<file path="src/rtl/seq_det_ctrl.sv">
// Serial pattern detector: frame bytes are accepted one at a time and shifted MSB-first
// through a history register compared against a pattern latched at frame start.
module seq_det_ctrl #(
  parameter int PAT_LEN = 5,
  parameter int CNT_W   = 16
) (
  input  logic               clk,
  input  logic               rst,
  input  logic               start,
  input  logic [7:0]         frame_len,
  input  logic [PAT_LEN-1:0] pattern,
  input  logic               s_valid,
  input  logic [7:0]         s_data,
  output logic               s_ready,
  output logic               busy,
  output logic               match_pulse,
  output logic [CNT_W-1:0]   match_cnt,
  output logic               done
);

  // state     | meaning
  // IDLE      | waiting for start; match_cnt holds the last frame's result
  // WAIT_BYTE | s_ready high, waiting for the next source byte
  // SHIFT     | applying the latched byte one bit per cycle, MSB first
  // DONE      | one-cycle end-of-frame pulse
  localparam logic [3:0] IDLE      = 4'b0001;
  localparam logic [3:0] WAIT_BYTE = 4'b0010;
  localparam logic [3:0] SHIFT     = 4'b0100;
  localparam logic [3:0] DONE      = 4'b1000;

  localparam int VC_W = $clog2(PAT_LEN + 1);
  localparam logic [VC_W-1:0] PAT_LEN_V = VC_W'(PAT_LEN);

  logic [3:0]         state, state_nxt;
  logic [PAT_LEN-1:0] pat_q;
  logic [PAT_LEN-1:0] hist;
  logic [PAT_LEN-1:0] hist_nxt;
  logic [7:0]         len_q;
  logic [7:0]         byte_cnt;
  logic [7:0]         data_q;
  logic [2:0]         bit_idx;
  logic [VC_W-1:0]    vcnt;
  logic               cur_bit;
  logic               hit;

  assign cur_bit  = data_q[3'd7 - bit_idx];
  assign hist_nxt = {hist[PAT_LEN-2:0], cur_bit};

  // vcnt guards against matching on history bits left over from before the frame
  assign hit = (state == SHIFT) && (hist_nxt == pat_q) &&
               (({1'b0, vcnt} + (VC_W+1)'(1)) >= {1'b0, PAT_LEN_V});

  assign s_ready = (state == WAIT_BYTE);
  assign busy    = (state != IDLE);
  assign done    = (state == DONE);

  always_comb begin
    state_nxt = state;
    case (state)
      IDLE: begin
        if (start) state_nxt = (frame_len == 8'd0) ? DONE : WAIT_BYTE;
      end
      WAIT_BYTE: begin
        if (s_valid) state_nxt = SHIFT;
      end
      SHIFT: begin
        if (bit_idx == 3'd7) state_nxt = (byte_cnt == len_q) ? DONE : WAIT_BYTE;
      end
      DONE: state_nxt = IDLE;
      default: state_nxt = IDLE;
    endcase
  end

  always_ff @(posedge clk) begin
    if (rst) begin
      state       <= IDLE;
      pat_q       <= '0;
      len_q       <= '0;
      hist        <= '0;
      vcnt        <= '0;
      byte_cnt    <= '0;
      data_q      <= '0;
      bit_idx     <= '0;
      match_pulse <= 1'b0;
      match_cnt   <= '0;
    end else begin
      state       <= state_nxt;
      match_pulse <= hit;
      case (state)
        IDLE: begin
          if (start) begin
            pat_q     <= pattern;
            len_q     <= frame_len;
            hist      <= '0;
            vcnt      <= '0;
            byte_cnt  <= '0;
            match_cnt <= '0;
          end
        end
        WAIT_BYTE: begin
          if (s_valid) begin
            data_q   <= s_data;
            bit_idx  <= '0;
            byte_cnt <= byte_cnt + 8'd1;
          end
        end
        SHIFT: begin
          hist    <= hist_nxt;
          bit_idx <= bit_idx + 3'd1;
          if (vcnt != PAT_LEN_V) vcnt <= vcnt + VC_W'(1);
          if (hit && (match_cnt != {CNT_W{1'b1}})) match_cnt <= match_cnt + CNT_W'(1);
        end
        default: ;
      endcase
    end
  end

endmodule

</file>
<file path="config.mk">
export PLATFORM = sky130hd
export DESIGN_NAME = seq_det_ctrl
export DESIGN_NICKNAME = d
export VERILOG_FILES = /design/src/rtl/seq_det_ctrl.sv
export SDC_FILE = /design/constraint.sdc
export NUM_CORES = 1
export LEC_CHECK = 0
export CAP_MARGIN = 20
export CELL_PAD_IN_SITES_DETAIL_PLACEMENT = 0
export CELL_PAD_IN_SITES_GLOBAL_PLACEMENT = 2
export CORE_ASPECT_RATIO = 1.2
export CORE_MARGIN = 5
export CORE_UTILIZATION = 39
export CTS_CLUSTER_DIAMETER = 120
export DETAILED_ROUTE_END_ITERATION = 8
export DONT_BUFFER_PORTS = 1
export PLACE_DENSITY_LB_ADDON = 0.1
export SYNTH_ARGS = -nofsm -noshare
export SYNTH_HDL_FRONTEND = slang
export SYNTH_SLANG_ARGS = --single-unit
</file>
<file path="constraint.sdc">
create_clock -name clk -period 5 [get_ports clk]
set_input_delay 0.5 -clock clk [delete_from_list [all_inputs] [get_ports clk]]
set_output_delay 0.5 -clock clk [all_outputs]
set_load 0.01 [all_outputs]
</file>
**After elaboration in Yosys (flattened, before gate mapping)**

Cells that the tools add are included.

- Register bits: 60
- Input bits: 25
- Output and inout port bits: 20
- Logic and storage cells: 69

- Add/sub/neg operators: 6
- Order comparisons: 2
- Equal/unequal tests: 15
- Multiplexer cells: 21
- Reduce and logical (&&, ||, !) cells: 15

Operators by type and width:

| kind | count |
|---|---|
| $mux 16 | 2 |
| $pmux 16 s2 | 1 |
| $mux 4 | 6 |
| $add 16x1->16 const B | 1 |
| $mux 8 | 2 |
| $ne 16x16->1 const B | 1 |
| $pmux 8 s2 | 1 |
| $pmux 3 s2 | 2 |
| $pmux 4 s3 | 1 |
| $reduce_and 3->1 | 4 |
| $mux 3 | 3 |
| $add 8x1->8 const B | 1 |
| $eq 8x8->1 | 1 |
| $logic_not 8->1 | 1 |
| $pmux 4 s2 | 1 |
| $reduce_and 2->1 | 4 |
| $add 3x1->3 const B | 2 |
| $ne 2x1->1 const B | 3 |
| $reduce_bool 2->1 | 3 |
| $eq 5x5->1 | 1 |
| $add 3x1->4 const B | 1 |
| $eq 4x1->1 const B | 1 |
| $eq 4x2->1 const B | 1 |
| $eq 4x3->1 const B | 1 |
| other kinds (11) | 14 |

**Logic depth before layout (Yosys ltp)**

Gate-level depths: netlist of run 1.

- Depth after elaboration: 9
- Depth in mapped cells: 9
- Mapped depth without buffers: 8

**Worst setup path before layout of run 1**

No wires, ideal clock.

- Path kind: register to register
- Start: reg bit_idx[0]
- End: reg match_cnt[11]
- Setup time: 87 ps
- Data arrival time: 2166 ps
- Required time: 4913 ps
- Slack: 2747 ps
- Cell stages (with the launch flop): 8
- Buffers on the path: 1
- Period minus slack after synthesis: 2253 ps
- Cells stage by stage: dfxtp_1 mux4_2 mux2i_2 xor2_1 nand2_1 a311o_1 buf_4 o31ai_1

- Longest elaborated chain between the ends: 9

Ends and longest elaborated chain:

| what | line | text |
|---|---|---|
| from (decl) | 41 | `logic [2:0] bit_idx;` |
| from (signal assigned) | 109 | `bit_idx <= bit_idx + 3'd1;` |
| $sub 3x3->3 | 46 | `assign cur_bit = data_q[3'd7 - bit_idx];` |
| $bmux 1 s3 | 46 |  |
| $mux 1 (not written as such) | 46 |  |
| $eq 5x5->1 | 50 | `assign hit = (state == SHIFT) && (hist_nxt == pat_q) &&` |
| $logic_and 1x1->1 (2 in series) | 50 |  |
| $logic_and 1x1->1 | 111 | `if (hit && (match_cnt != {CNT_W{1'b1}})) match_cnt <= match_cnt + CNT_W'(1);` |
| $ne 2x1->1 (no source line) | n/a |  |
| $reduce_and 3->1 (no source line) | n/a |  |
| to (signal assigned) | 111 |  |
| to (decl) | 17 | `output logic [CNT_W-1:0] match_cnt,` |

No other way between the ends. The select of a mux whose other input is x is not followed.
A chain may end at the register's enable or synchronous reset.

**Worst setup path after layout of run 1**

- Start: reg state[0]
- End: reg match_cnt[11]

- Longest elaborated chain between the ends: 6
- Elaborated cells on any way between the ends: 10
- Classes of those cells: 4 x eq/ne; 1 x mux; 5 x reduce/logical

Ends and longest elaborated chain:

| what | line | text |
|---|---|---|
| from (decl) | 34 | `logic [3:0] state, state_nxt;` |
| from (signal assigned) | 87 | `state <= state_nxt;` |
| $eq 4x3->1 | 50, 89 |  |
| $logic_and 1x1->1 (2 in series) | 50 |  |
| $logic_and 1x1->1 | 111 |  |
| $ne 2x1->1 (no source line) | n/a |  |
| $reduce_and 3->1 (no source line) | n/a |  |

Several ways; a longest one is shown, not always the timed one.

==> results of run 1 <==
[state kept, by name, indices dropped and copies added (netlist names)]
register / flops
match_cnt: 16
byte_cnt: 8
data_q: 8
len_q: 8
pat_q: 5
hist: 4
state: 4
bit_idx: 3
vcnt: 3
match_pulse: 1
[report_power, final]
group          internal [mW]  leakage (nW)  total [mW]  switching (mW)
sequential             0.510         0.486       0.536          0.0258
clock                  0.320         0.122       0.510           0.190
combinational         0.0638         0.491       0.200           0.136
[cells by family (layout without fill, tap and decap cells)]
| group | count (synthesis) | count (layout) | synth area share |
|---|---|---|---|
| simple gates | 145 | 145 | 0.244 |
| fa+ha+maj | 8 | 8 | 0.0359 |
| mux | 4 | 4 | 0.0247 |
| flops | 60 | 60 | 0.431 |
| xor+xnor | 17 | 17 | 0.0534 |
| compound gates | 87 | 87 | 0.181 |
| buf+inv | 21 | 24 | 0.0301 |
[worst max path at each step]
stage | startpoint | endpoint | slack [ps] | cells after the start
after floorplan | bit_idx[0] | match_cnt[11] | 2750 | 7
after global placement | match_cnt[0] | match_cnt[14] | 1900 | 7
after detailed placement | state[0] | match_cnt[13] | 2060 | 4
after CTS | state[0] | match_cnt[13] | 2040 | 4
after global routing | state[0] | match_cnt[4] | 1720 | 7
final | state[0] | match_cnt[11] | 2150 | 7
[through the flow]
step | hold slack, ps | instance area [um2] | setup WS, ps | cells
finish | 223 | 3090 | 2150 | 432
global route | 198 | 3090 | 1720 | 432
CTS | 206 | 3090 | 2040 | 431
detailed placement | 441 | 2850 | 2060 | 415
global placement | 434 | 2840 | 1900 | 414
floorplan | 433 | 2790 | 2750 | 342
[critical path, stage by stage, from the launching register on]
cell	delay, ps
dfxtp_1	400
nor4b_1	590
nand2_1	590
nand2b_1	450
a31oi_1	170
buf_4	250
o21ai_0	170
o31ai_1	90
[Yosys cell counts (all sizes together), types with 3 or more instances]
| cell type | n |
|---|---|
| dfxtp | 60 |
| nand4 | 7 |
| a31oi | 6 |
| ha | 8 |
| o31ai | 11 |
| nor4 | 5 |
| and2 | 7 |
| o21ai | 22 |
| nor4b | 4 |
| nand2 | 64 |
| nand2b | 7 |
| xor2 | 13 |
| a21oi | 39 |
| clkbuf | 13 |
| nor2 | 28 |
| or3 | 3 |
| buf | 3 |
| xnor2 | 4 |
| inv | 5 |
| nand3 | 14 |
[metal layers]
metal | share of wire | routed length, um | vias up
met1 | 0.46 | 3080 | 1100
met4 | 0.019 | 129 | 0
met5 | 0 | 0 | -
met2 | 0.47 | 3140 | 45
met3 | 0.049 | 324 | 11
li1 | - | - | 1204
[final cells by class]
| type | instances | area share |
|---|---|---|
| Multi-Input combinational cell | 261 | 0.487 |
| Timing Repair Buffer | 3 | 0.00728 |
| Tap cell | 87 | 0.0352 |
| Inverter | 5 | 0.00607 |
| Clock inverter | 4 | 0.0226 |
| Clock buffer | 12 | 0.0534 |
| Sequential cell | 60 | 0.388 |
==> flow_summary.yaml, run 1 <==
placed_design:
  globalplace.congestion: 0.744
  io_buffers: 0
  dp_hpwl_um: 4710
finish:
  fillers: 703
  diodes: 0
  final_common_cell: "nand2_1"
  multiInputGateArea_um2: 1510
  fin_util: 0.449
  layout_common_cells: "nand2_1, dfxtp_1, a21oi_1"
  seq_area_um2: 1200
  nets: 373
  drive_gt1_frac: 0.0696
  area_delta_synth_final_pct: 11.0
global_routing:
  gr-usage-met3: 0.0504
  first_global_vias: 2346
  antenna_found_initial: 0
  grt_pass1_wl_um: 11400
  grt.total_usage: 0.164
  grt_max_degree: 42
  grt-ovfl-total: 0
  use_met1: 0.201
  grtUsageMet2: 0.267
  busiest_layer: "met2"
synthesis:
  synth_area_leaders: "dfxtp_1, nand2_1, a21oi_1"
  synthCells: 342
  ys_ff_latch: 60
  syn_area_um2: 2790
  ys.warnings.count: 0
  syn-mean-instance-area_um2: 8.15
  synth_edf_count: 0
  synth_nets: 375
  synthDistinctLibCells: 38
  synth_top_area_cell: "dfxtp_1"
  synth_top_area_share: 0.431
  synthFlopType: "dfxtp_1"
  synth-async-reset-ratio: 0
  ys_seq_area_frac: 0.431
cts:
  cts_max_path_buffers: 2
  ctsRootBufferMaster: "clkbuf_8"
  cts_num_sinks: 60
  cts_setup_buffers: 0
  ctsHoldBuffers: 0
  tritoncts: "yes"
  cts-resized-gates: 0
  h-tree-depth: 3
  numCtsBuffers: 9
  clock_latency_ps: 340
  clk_pin_slew_ps: 70
critical_path:
  regToRegStartpoint: "state[0]"
  ff2ff_path_depth: 7
  cp-start-kind: "flip-flop"
  reg2reg_to: "match_cnt[11]"
  crit_path_end_kind: "flip-flop"
  crit_type: "reg2reg"
  path_max_fanout: 20
  cp.arrival_ps: 3060
  r2r_slack_ps: 2150
  worstPathRequired_ps: 5210
flow_run:
  maxCapViolCount: 0
floorplanning:
  io_pins: 45
  die-width_um: 87.2
  die_h_um: 103
  die-area_um2: 8940
  core_um2: 6900
  initial_core_util: 0.404
  num_rows: 33
run_status:
  status: "finished, final reports clean"
timing:
  finalHoldViolations: 0
  rsz0062_at_grt: "no"
  finalSetupViolCount: 0
  max_freq_mhz: 351
  relSlewSlack: 0.523
  slew_violations: 0
  fin_tns_setup_ps: 0
  period_minus_slack_ps: 2850
  fin_crit_sh: 0.569
  skew_ps: 10.1
  tightest_slew_ps: 706
routing:
  viasPerCell: 5.46
  ant_nets: 0
  firstDrtPassIters: 4
  drt_iter0_markers: 136
  wire_per_inst_um: 15.4
  wl_um: 6670
  vias: 2360
  drc: 0
pwr:
  max-vdd-ir-drop_mv: 0.196
  total_power_mw: 1.25
  leakagePower_nw: 1.10
  powerDensity_nw_per_um2: 403
min_path:
  min-delay-start: "rst"
  worstHoldPathType: "in2reg"
  holdPathStages: 1
  worstHoldEndpoint: "data_q[6]"
(Power assumes the default switching activity.)
==> run 2, diff against run 1 <==
--- a/config.mk
+++ b/config.mk
@@ -10,7 +10,7 @@
 export CELL_PAD_IN_SITES_GLOBAL_PLACEMENT = 2
 export CORE_ASPECT_RATIO = 1.2
 export CORE_MARGIN = 5
-export CORE_UTILIZATION = 39
+export CORE_UTILIZATION = 37
 export CTS_CLUSTER_DIAMETER = 120
 export DETAILED_ROUTE_END_ITERATION = 8
 export DONT_BUFFER_PORTS = 1
==> constraint.sdc (replaced) <==
create_clock -name clk -period 2.8 [get_ports clk]
set_input_delay 0.28 -clock clk [delete_from_list [all_inputs] [get_ports clk]]
set_output_delay 0.28 -clock clk [all_outputs]
set_load 0.01 [all_outputs]
==> flow_summary.yaml, run 2 (same netlist as run 1, synthesis figures left out) <==
placed_design:
  dp_hpwl_um: 4880
  globalplace.congestion: 0.752
  place_area_um2: 2920
  post-place-ws_ps: 170
  io_buffers: 0
  placed_cells: 426
finish:
  final_common_cell: "nand2_1"
  drive_gt1_frac: 0.0871
  fin_cells: 446
  largest_register: "match_cnt"
  area_delta_synth_final_pct: 13.4
  fin_util: 0.432
  final_cell_area_um2: 3160
  layout_common_cells: "nand2_1, dfxtp_1, a21oi_1"
  fillers: 767
  largest_register_ffs: 16
  diodes: 0
  multiInputGateArea_um2: 1510
  seq_area_um2: 1200
  nets: 384
floorplanning:
  die-width_um: 89.2
  io_pins: 45
  num_rows: 34
  die-area_um2: 9370
  initial_core_util: 0.381
  die_h_um: 105
  core_um2: 7320
min_path:
  worstHoldPathType: "in2reg"
  min-delay-start: "rst"
global_routing:
  first_global_vias: 2312
  antenna_found_initial: 0
  grt_max_degree: 33
  grt.total_usage: 0.155
  grt_pass1_wl_um: 11400
  grt-ovfl-total: 0
timing:
  whs_ps: 20.4
  rsz0062_at_grt: "no"
  setup_slack_ps: 267
  tightest_slew_ps: 680
  finalHoldViolations: 0
  period_minus_slack_ps: 2530
  max_freq_mhz: 395
  fin_crit_sh: 0.905
  slew_violations: 0
  skew_ps: 6.58
  fin_tns_setup_ps: 0
  finalSetupViolCount: 0
  relSlewSlack: 0.540
routing:
  firstDrtPassIters: 4
  wire_per_inst_um: 16.1
  viasPerCell: 5.36
  drt_iter0_markers: 76
  wl_um: 7180
  ant_nets: 0
  drc: 0
  vias: 2391
cts:
  h-tree-depth: 3
  ctsRootBufferMaster: "clkbuf_8"
  cts_num_sinks: 60
  tritoncts: "yes"
  clock_latency_ps: 330
  cts_max_path_buffers: 2
  numCtsBuffers: 9
  clk_pin_slew_ps: 70
  cts_setup_buffers: 0
critical_path:
  crit_start: "bit_idx[0]"
  crit_type: "reg2reg"
  cp-start-kind: "flip-flop"
  cp.arrival_ps: 2760
  worstPathRequired_ps: 3030
  path_max_fanout: 15
  crit_path_end_kind: "flip-flop"
  regToRegStartpoint: "bit_idx[0]"
pwr:
  max-vdd-ir-drop_mv: 0.310
  total_power_mw: 2.16
  powerDensity_nw_per_um2: 682
  leakagePower_nw: 1.13
run_status:
  status: "finished, final reports clean"
flow_run:
  maxCapViolCount: 0
[run 2: cell count changes in the layout (fill, tap and decap cells not counted), sizes merged]
cell,change
buf,+7
clkinvlp,+1
dlygate4sd3,+4
bufinv,-1
[run 2: power breakdown]
group | internal, mW | total, mW | switching (mW)
clock | 0.457 | 0.801 | 0.343
sequential | 0.910 | 0.957 | 0.0461
combinational | 0.140 | 0.398 | 0.258
total | 1.51 | 2.16 | 0.648
[run 2: final timing paths]
path | endpoint | slack, ps | depth (start not counted)
max | match_cnt[13] | 270 | 6
min | state[2] | 20 | 1
max reg2reg | match_cnt[13] | 270 | 6
min reg2reg | data_q[7] | 450 | 2
[run 2: what timing repair did]
item                                    4_1_cts  5_1_grt
resized for setup                             0        1
hold endpoints to repair                     10        1
endpoints found under the setup margin        0        2
hold buffers                                  1        3
[run 2: critical path, cell delays in order (launching register included)]
cell	delay, ps
dfxtp_1	430
mux4_2	540
mux2i_2	200
xor2_1	290
nand2_1	130
a311o_2	520
o41ai_1	320
[run 2: layout make-up]
class                      instances  area share
tap                               90      0.0356
multi-input combinational        261       0.478
inverter                           5     0.00594
clock buffer                      12      0.0491
sequential                        60       0.380
timing repair buffer              14      0.0364
clock inverter                     4      0.0150
[run 2: metal layers]
layer | share of wire | global-route usage | vias to the layer above
met5 | 0 | 0 | -
met4 | 0.0086 | 0.0574 | 0
met3 | 0.055 | 0.0394 | 7
met2 | 0.50 | 0.251 | 51
met1 | 0.44 | 0.196 | 1109
li1 | - | - | 1224
==> run 3, diff against run 2 <==
--- a/config.mk
+++ b/config.mk
@@ -10,11 +10,12 @@
 export CELL_PAD_IN_SITES_GLOBAL_PLACEMENT = 2
 export CORE_ASPECT_RATIO = 1.2
 export CORE_MARGIN = 5
-export CORE_UTILIZATION = 37
+export CORE_UTILIZATION = 33
 export CTS_CLUSTER_DIAMETER = 120
 export DETAILED_ROUTE_END_ITERATION = 8
 export DONT_BUFFER_PORTS = 1
 export PLACE_DENSITY_LB_ADDON = 0.1
+export REMOVE_ABC_BUFFERS = 1
 export SYNTH_ARGS = -nofsm -noshare
 export SYNTH_HDL_FRONTEND = slang
 export SYNTH_SLANG_ARGS = --single-unit
==> constraint.sdc (replaced) <==
create_clock -name clk -period 2.05 [get_ports clk]
set_input_delay 0.205 -clock clk [delete_from_list [all_inputs] [get_ports clk]]
set_output_delay 0.205 -clock clk [all_outputs]
set_load 0.01 [all_outputs]
==> flow_summary.yaml, run 3 (same netlist as run 1, synthesis figures left out) <==
run_status:
  status: "finished with violations"
  violations: "setup timing"
timing:
  skew_ps: 8.84
  max_freq_mhz: 453
  period_minus_slack_ps: 2210
  fin_crit_sh: 1.08
  setup_slack_ps: -157
  relSlewSlack: 0.705
  tightest_slew_ps: 438
  rsz0062_at_grt: "yes"
  finalHoldViolations: 0
  finalSetupViolCount: 15
  whs_ps: 21.8
  fin_tns_setup_ps: -1890
  slew_violations: 0
critical_path:
  crit_path_end_kind: "flip-flop"
  regToRegStartpoint: "bit_idx[0]"
  path_cells: "mux4_2 -> mux2i_4 -> xor2_2 -> nand2_2 -> a311o_1 -> buf_6 -> o41ai_2"
  cp-start-kind: "flip-flop"
  crit_cells: 7
  path_delay_family: "multiplexers"
  ff2ff_path_depth: 7
  crit_type: "reg2reg"
  r2r_slack_ps: -160
  crit_buf_inv: 1
  cp.arrival_ps: 2460
  reg2reg_to: "match_cnt[6]"
  crit_start: "bit_idx[0]"
  max_stage_delay_ps: 520
  cp_slowest_cell: "mux4_2"
  path_max_fanout: 7
  crit_path_end: "match_cnt[6]"
  worstPathRequired_ps: 2300
flow_run:
  maxCapViolCount: 0
min_path:
  worstHoldPathType: "in2reg"
finish:
  area_delta_synth_final_pct: 35.1
  final_cell_area_um2: 3760
  fin_util: 0.459
  layout_common_cells: "nand2_1, dfxtp_1, buf_4"
  fillers: 858
  largest_register_ffs: 16
  drive_gt1_frac: 0.207
  largest_register: "match_cnt"
  fin_cells: 520
  final_common_cell: "nand2_1"
  diodes: 0
  nets: 434
floorplanning:
  initial_core_util: 0.340
  die-area_um2: 10400
  io_pins: 45
  num_rows: 36
  core_um2: 8200
  die_h_um: 111
  die-width_um: 93.9
global_routing:
  busiest_layer: "met2"
  grt_pass1_wl_um: 12200
  grt_max_degree: 38
  use_met1: 0.190
  first_global_vias: 2439
  grt-ovfl-total: 0
  grt.total_usage: 0.148
  gr-usage-met3: 0.0333
  antenna_found_initial: 0
  grtUsageMet2: 0.238
pwr:
  total_power_mw: 3.19
  powerDensity_nw_per_um2: 847
  max-vdd-ir-drop_mv: 0.373
  leakagePower_nw: 1.43
cts:
  tritoncts: "yes"
  cts_max_path_buffers: 2
  clock_latency_ps: 340
  ctsRootBufferMaster: "clkbuf_8"
  numCtsBuffers: 9
  clk_pin_slew_ps: 70
  cts_num_sinks: 60
  h-tree-depth: 3
routing:
  drc: 0
  wire_per_inst_um: 14.5
  firstDrtPassIters: 4
  drt_iter0_markers: 140
  ant_nets: 0
  wl_um: 7550
  viasPerCell: 5.03
  vias: 2616
placed_design:
  post-place-ws_ps: -354
  place_area_um2: 3190
  dp_hpwl_um: 5240
  io_buffers: 0
  globalplace.congestion: 0.726
  placed_cells: 482
==> run 3: layout make-up <==
class	count	area, um2	area share
multi-input combinational	261	1640	0.435
sequential	60	1200	0.320
timing repair buffer	64	546	0.145
tap	114	143	0.0379
clock buffer	11	141	0.0376
clock inverter	5	75.1	0.0199
inverter	5	18.8	0.00499
==> run 3: layer usage <==
layer,up-vias,part of all wire
li1,1327,-
met1,1236,0.46
met2,42,0.49
met3,11,0.041
met4,0,0.017
met5,-,0
==> run 3: how the worst min path moves through the flow <==
stage / slack, ps / startpoint / cells past startpoint / to
CTS: 0.2 / s_data[4] / 2 / data_q[4]
global placement: 280 / rst / 1 / pat_q[4]
global route: 5 / frame_len[7] / 2 / len_q[7]
detailed placement: 280 / rst / 1 / pat_q[2]
floorplan: 270 / rst / 1 / bit_idx[0]
finish: 20 / frame_len[7] / 2 / len_q[7]
==> run 3: what timing repair did <==
| item | 4_1_cts | 5_1_grt |
|---|---|---|
| hold endpoints to repair | 37 | 1 |
| endpoints found under the setup margin | 17 | 18 |
| pin swaps | 13 | 3 |
| buffers inserted | 3 | 0 |
| hold buffers | 18 | 1 |
| gates resized for setup | 12 | 14 |
==> run 3: power by group <==
part	leakage (nW)	internal [mW]	switching [mW]
clock	0.113	0.712	0.485
sequential	0.486	1.24	0.0605
combinational	0.829	0.299	0.388
total	1.43	2.25	0.933
==> RTL change 1: new RTL, flow settings as in run 1 <==
Set the parameter `CNT_W` to 20 (it was 16).
--- a/src/rtl/seq_det_ctrl.sv
+++ b/src/rtl/seq_det_ctrl.sv
@@ -2,7 +2,7 @@
 // through a history register compared against a pattern latched at frame start.
 module seq_det_ctrl #(
   parameter int PAT_LEN = 5,
-  parameter int CNT_W   = 16
+  parameter int CNT_W   = 20
 ) (
   input  logic               clk,
   input  logic               rst,
Interface: changed (resized match_cnt); port bits go from 45 to 49. The function was not compared with the original's and may differ.
==> RTL change 1 against run 1 <==
- non-clock buffer count is 1 lower
- final cell count is 6.5% higher
- critical path type unchanged
- via count is 8.4% higher
- count of clock-buffer cells in the layout is 2 lower
- synthesized area is 12% higher
- maximum frequency is 1.5% higher
- synthesized cell count is 8.8% higher
- routed wire length is 10% higher
- setup slack better by 41 ps
- design area is 8.0% higher
- sequential cell count is 4 higher
- highest routed layer unchanged
Power is not compared: it rests on default switching activity, and its combinational part moved more than twofold at a synthesized area within 25%.
==> RTL change 1: results (changes against run 1) <==
Outcome
  – Status: complete, no violations (unchanged)

Layout
  – Max FFs per register: 20 (was 16)
  – Layout cell share with drive strength beyond 1: 9.24% (was 6.96%)
  – Nets: 397 (was 373)
  – Fillers: 823 (was 703)
  – N_diodes: 0 (unchanged)
  – Register bank with the most flops: match_cnt (unchanged)

Critical path
  – Worst r2r src: state[0] (unchanged)
  – Reg-to-Reg End: match_cnt[2] (was match_cnt[11])
  – Crit path arrival time: 3020 ps (was 3060 ps)
  – Worst R2R Setup Slack: 2190 ps (was 2150 ps)
  – CP max FO: 24 (was 20)
  – Cell depth of the worst flop-to-flop path: 7 (unchanged)

Global route
  – Vias in the first global route: 2517 (was 2346)
  – All-Layer GR Usage: 15.8% (was 16.4%)
  – First-pass GRT wire length: 12.4 mm (was 11.4 mm)
  – Initial antenna violation count: 0 (unchanged)
  – Largest net degree at the start of global routing: 43 (was 42)

STA
  – Worst clock skew: 12.2 ps (was 10.1 ps)
  – Rel. slew slack: 43.8% (was 52.3%)

Power and ir drop
  – VDD IR max: 0.000127 V
  – Leakage power: 1.14 nW

Hold path
  – Min-Delay Endpoint: match_cnt[0] (was data_q[6])
  – Hold/Removal Path Class: input port to flip-flop (unchanged)
  – Worst hold path stage count: 1 (unchanged)
  – HP Start: rst (unchanged)

Synth
  – Synth warnings: 0 (unchanged)
  – Distinct cells, synth: 48 (was 38)
  – Top post-synthesis cells by count: dfxtp_1 (64), nand2_1 (63), a21oi_1 (36) (was nand2_1 (64), dfxtp_1 (60), a21oi_1 (39))
  – Seq/Total Area, Yosys: 41.1% (was 43.1%)
  – Synth Net Count: 405 (was 375)
  – Ys flop type: dfxtp_1 (unchanged)
  – Cells taking the most area after synthesis: dfxtp_1 (41%), nand2_1 (7.6%), a21oi_1 (5.8%) (was dfxtp_1 (43%), nand2_1 (8.6%), a21oi_1 (7.0%))
  – Asr flop ratio synth: 0% (unchanged)

Drt
  – WL final: 7.36 mm (was 6.67 mm)
  – DR iter-0 viols: 88 (was 136)
  – Vias: 2559 (was 2360)
  – Drt pass-1 iters: 4 (unchanged)

Clocking
  – CTS Buffer Depth: 2 (unchanged)
  – Worst-Skew Late Latency: 340 ps (about the same)
  – Clock transition at path regs: 70 ps (about the same)
  – CTS resizes: 0 (unchanged)
  – Root Driver: clkbuf_8 (unchanged)
  – H-tree levels: 3 (unchanged)
  – Setup Buffers After CTS: 0 (unchanged)
  – CTS Buf Count: 9 (unchanged)

Placement
  – Routability Congestion: 0.715 (was 0.744)
  – PortBufs: 0 (unchanged)
  – DP Wirelength: 5.18 mm (was 4.71 mm)
==> RTL change 1: cell types whose count changed in the layout (fill, tap and decap cells not counted), sizes merged, moves of 4 or more <==
cell / run 1 / this run
dfxtp: 60 / 64
o21ai: 22 / 18
nor4: 5 / 0
o31ai: 11 / 15
xnor2: 4 / 11
and2: 7 / 2
nor3: 1 / 7
==> RTL change 1: cell families (layout without fill, tap and decap cells) <==
logic type	Yosys count	after routing	synth area share [%]
compound gates	90	90	19.1
xor+xnor	22	22	6.18
fa+ha+maj	8	8	3.21
buf+inv	29	25	3.81
flops	64	64	41.1
mux	6	6	2.93
simple gates	153	153	23.6
==> RTL change 1: layout make-up <==
type                    count  share of cell area, %
clock buffers              10                   4.12
well taps                  92                   3.44
multi-input cells         279                   51.7
repair buffers              2                  0.449
clock inverters             5                   1.01
inverters                   8                  0.899
flip-flops and latches     64                   38.3
==> RTL change 1: worst max-delay path by stage <==
stage | startpoint | end | slack, ps | depth (start not counted)
3_3_place_gp | state[0] | match_cnt[16] | 2290 | 7
6_report | state[0] | match_cnt[2] | 2190 | 7
3_5_place_dp | state[0] | match_cnt[2] | 2140 | 7
4_1_cts | state[0] | match_cnt[2] | 2130 | 7
5_1_grt | state[0] | match_cnt[2] | 1830 | 7
2_1_floorplan | match_cnt[0] | match_cnt[13] | 2760 | 8
==> RTL change 1: per-layer routing <==
layer / GRT usage (%) / up-vias / routed length, microns
met5: 0 / - / 0
met4: 7.11 / 0 / 126
met3: 3.92 / 11 / 335
met2: 26.0 / 59 / 3530
met1: 19.4 / 1185 / 3380
li1: - / 1304 / -
==> RTL change 1: where the power goes <==
group          total [mW]  switching, mW  internal (mW)
Combinational      0.0549         0.0361         0.0188
Clock               0.393          0.203          0.189
Sequential          0.527        0.00785          0.520
Total               0.975          0.247          0.728
==> RTL change 1: per-stage QoR <==
stage               hold WS (ps)  std cells  util, %  instance area (sq um)  worst slack (ps)
detailed placement           442        445     40.9                   3170              2140
floorplan                    433        372        -                   3120              2760
global route                 200        460     43.1                   3340              1830
global placement             435        445     40.9                   3170              2290
finish                       226        460     43.1                   3340              2190
CTS                          199        460     43.1                   3340              2130
==> RTL change 1: worst max-delay path, stage by stage (launching register included) <==
cell	delay [ps]
dfxtp_1	410
nor4b_1	540
nand2_1	670
nand2b_1	500
a31oi_1	80
buf_4	220
o21ai_1	180
o31ai_2	80
==> RTL change 2: new RTL, settings of run 1 <==
Without the edit above. Reset style: asynchronous (`rst`), changed in one clocked block.
--- a/src/rtl/seq_det_ctrl.sv
+++ b/src/rtl/seq_det_ctrl.sv
@@ -71,7 +71,7 @@
     endcase
   end
 
-  always_ff @(posedge clk) begin
+  always_ff @(posedge clk or posedge rst) begin
     if (rst) begin
       state       <= IDLE;
       pat_q       <= '0;
Check against the original RTL: differs if rst is asserted again (counterexample within 4 cycles, from zero or initial values and one cycle with rst high); with rst held inactive, the same outputs for 10 cycles.
==> RTL change 2 against run 1 <==
- routed wire length up 18%
- setup slack lost 170 ps
- design area up 14%
- sequential cell count is the same
- die area is 12% higher
- synthesized area up 14%
- core utilization fell by 0.76 points
- final cell count increased by 1.2%
Power is not compared: it rests on default switching activity, and its combinational part moved more than twofold at a synthesized area within 25%.
==> RTL change 2: results (changes against run 1) <==
Critical path
  – Crit path arrival time: 3230 ps (was 3060 ps)
  – Worst Setup EP: match_cnt[3] (was match_cnt[11])
  – Reg-to-Reg End: match_cnt[3] (was match_cnt[11])
  – CP max FO: 21 (was 20)
  – Worst r2r src: state[3] (was state[0])

Drt
  – WL final: 7.85 mm (was 6.67 mm)
  – Drt pass-1 iters: 5 (was 4)
  – Vias per cell: 5.71 (was 5.46)
  – Vias: 2496 (was 2360)
  – DR iter-0 viols: 72 (was 136)

Hold path
  – HP Start: s_valid (was rst)

Synth
  – Asr flop ratio synth: 100% (was 0%)
  – Post-Synth XOR/XNOR Area: 5.25% (was 5.34%)
  – Synth Net Count: 370 (was 375)
  – Compound-gate portion of the synthesized area: 14.6% (was 18.1%)
  – Fraction of synthesized area in multiplexers: 2.41% (was 2.47%)
  – Synth Area in Adders: 3.16% (was 3.59%)
  – Mean post-synth cell area: 9.40 sq um (was 8.15 sq um)

Global route
  – Largest net degree at the start of global routing: 61 (was 42)
  – All-Layer GR Usage: 16.8% (was 16.4%)

Placement
  – Placed Area: 3270 sq um (was 2850 sq um)
  – Routability Congestion: 0.847 (was 0.744)
  – DP Wirelength: 5.20 mm (was 4.71 mm)

STA
  – Slew @ Worst Pin: 793 ps (was 706 ps)
  – Worst clock skew: 10.9 ps (was 10.1 ps)

Outcome
  – Status: complete, no violations (unchanged)
RTL change 2: routing by layer:
metal  vias to the layer above  GRT usage [%]  part of all wire, %
met1                      1215           20.6                   44
met5                         -              0                    0
met3                         4           6.00                  6.2
li1                       1213              -                    -
met2                        64           28.2                   49
met4                         0           4.35                 0.69
RTL change 2: stage by stage:
step	setup slack, ps	hold slack, ps
after floorplan	2640	440
final	1980	252
after CTS	1950	237
after global routing	1860	228
after global placement	2030	459
after detailed placement	1980	461
RTL change 2: worst max-delay path: stages (launching register included):
cell and delay, ps:
dfrtp_1 420, or4b_4 680, or4_1 860, or3_1 650
a31o_1 280
RTL change 2: area by class of cell:
class                      instances  area, sq um
fill                             811         4480
timing repair buffer               5         37.5
clock buffer                      13          179
sequential                        60         1500
clock inverter                     3         90.1
multi-input combinational        252         1580
tap                               95          119
inverter                           9         33.8
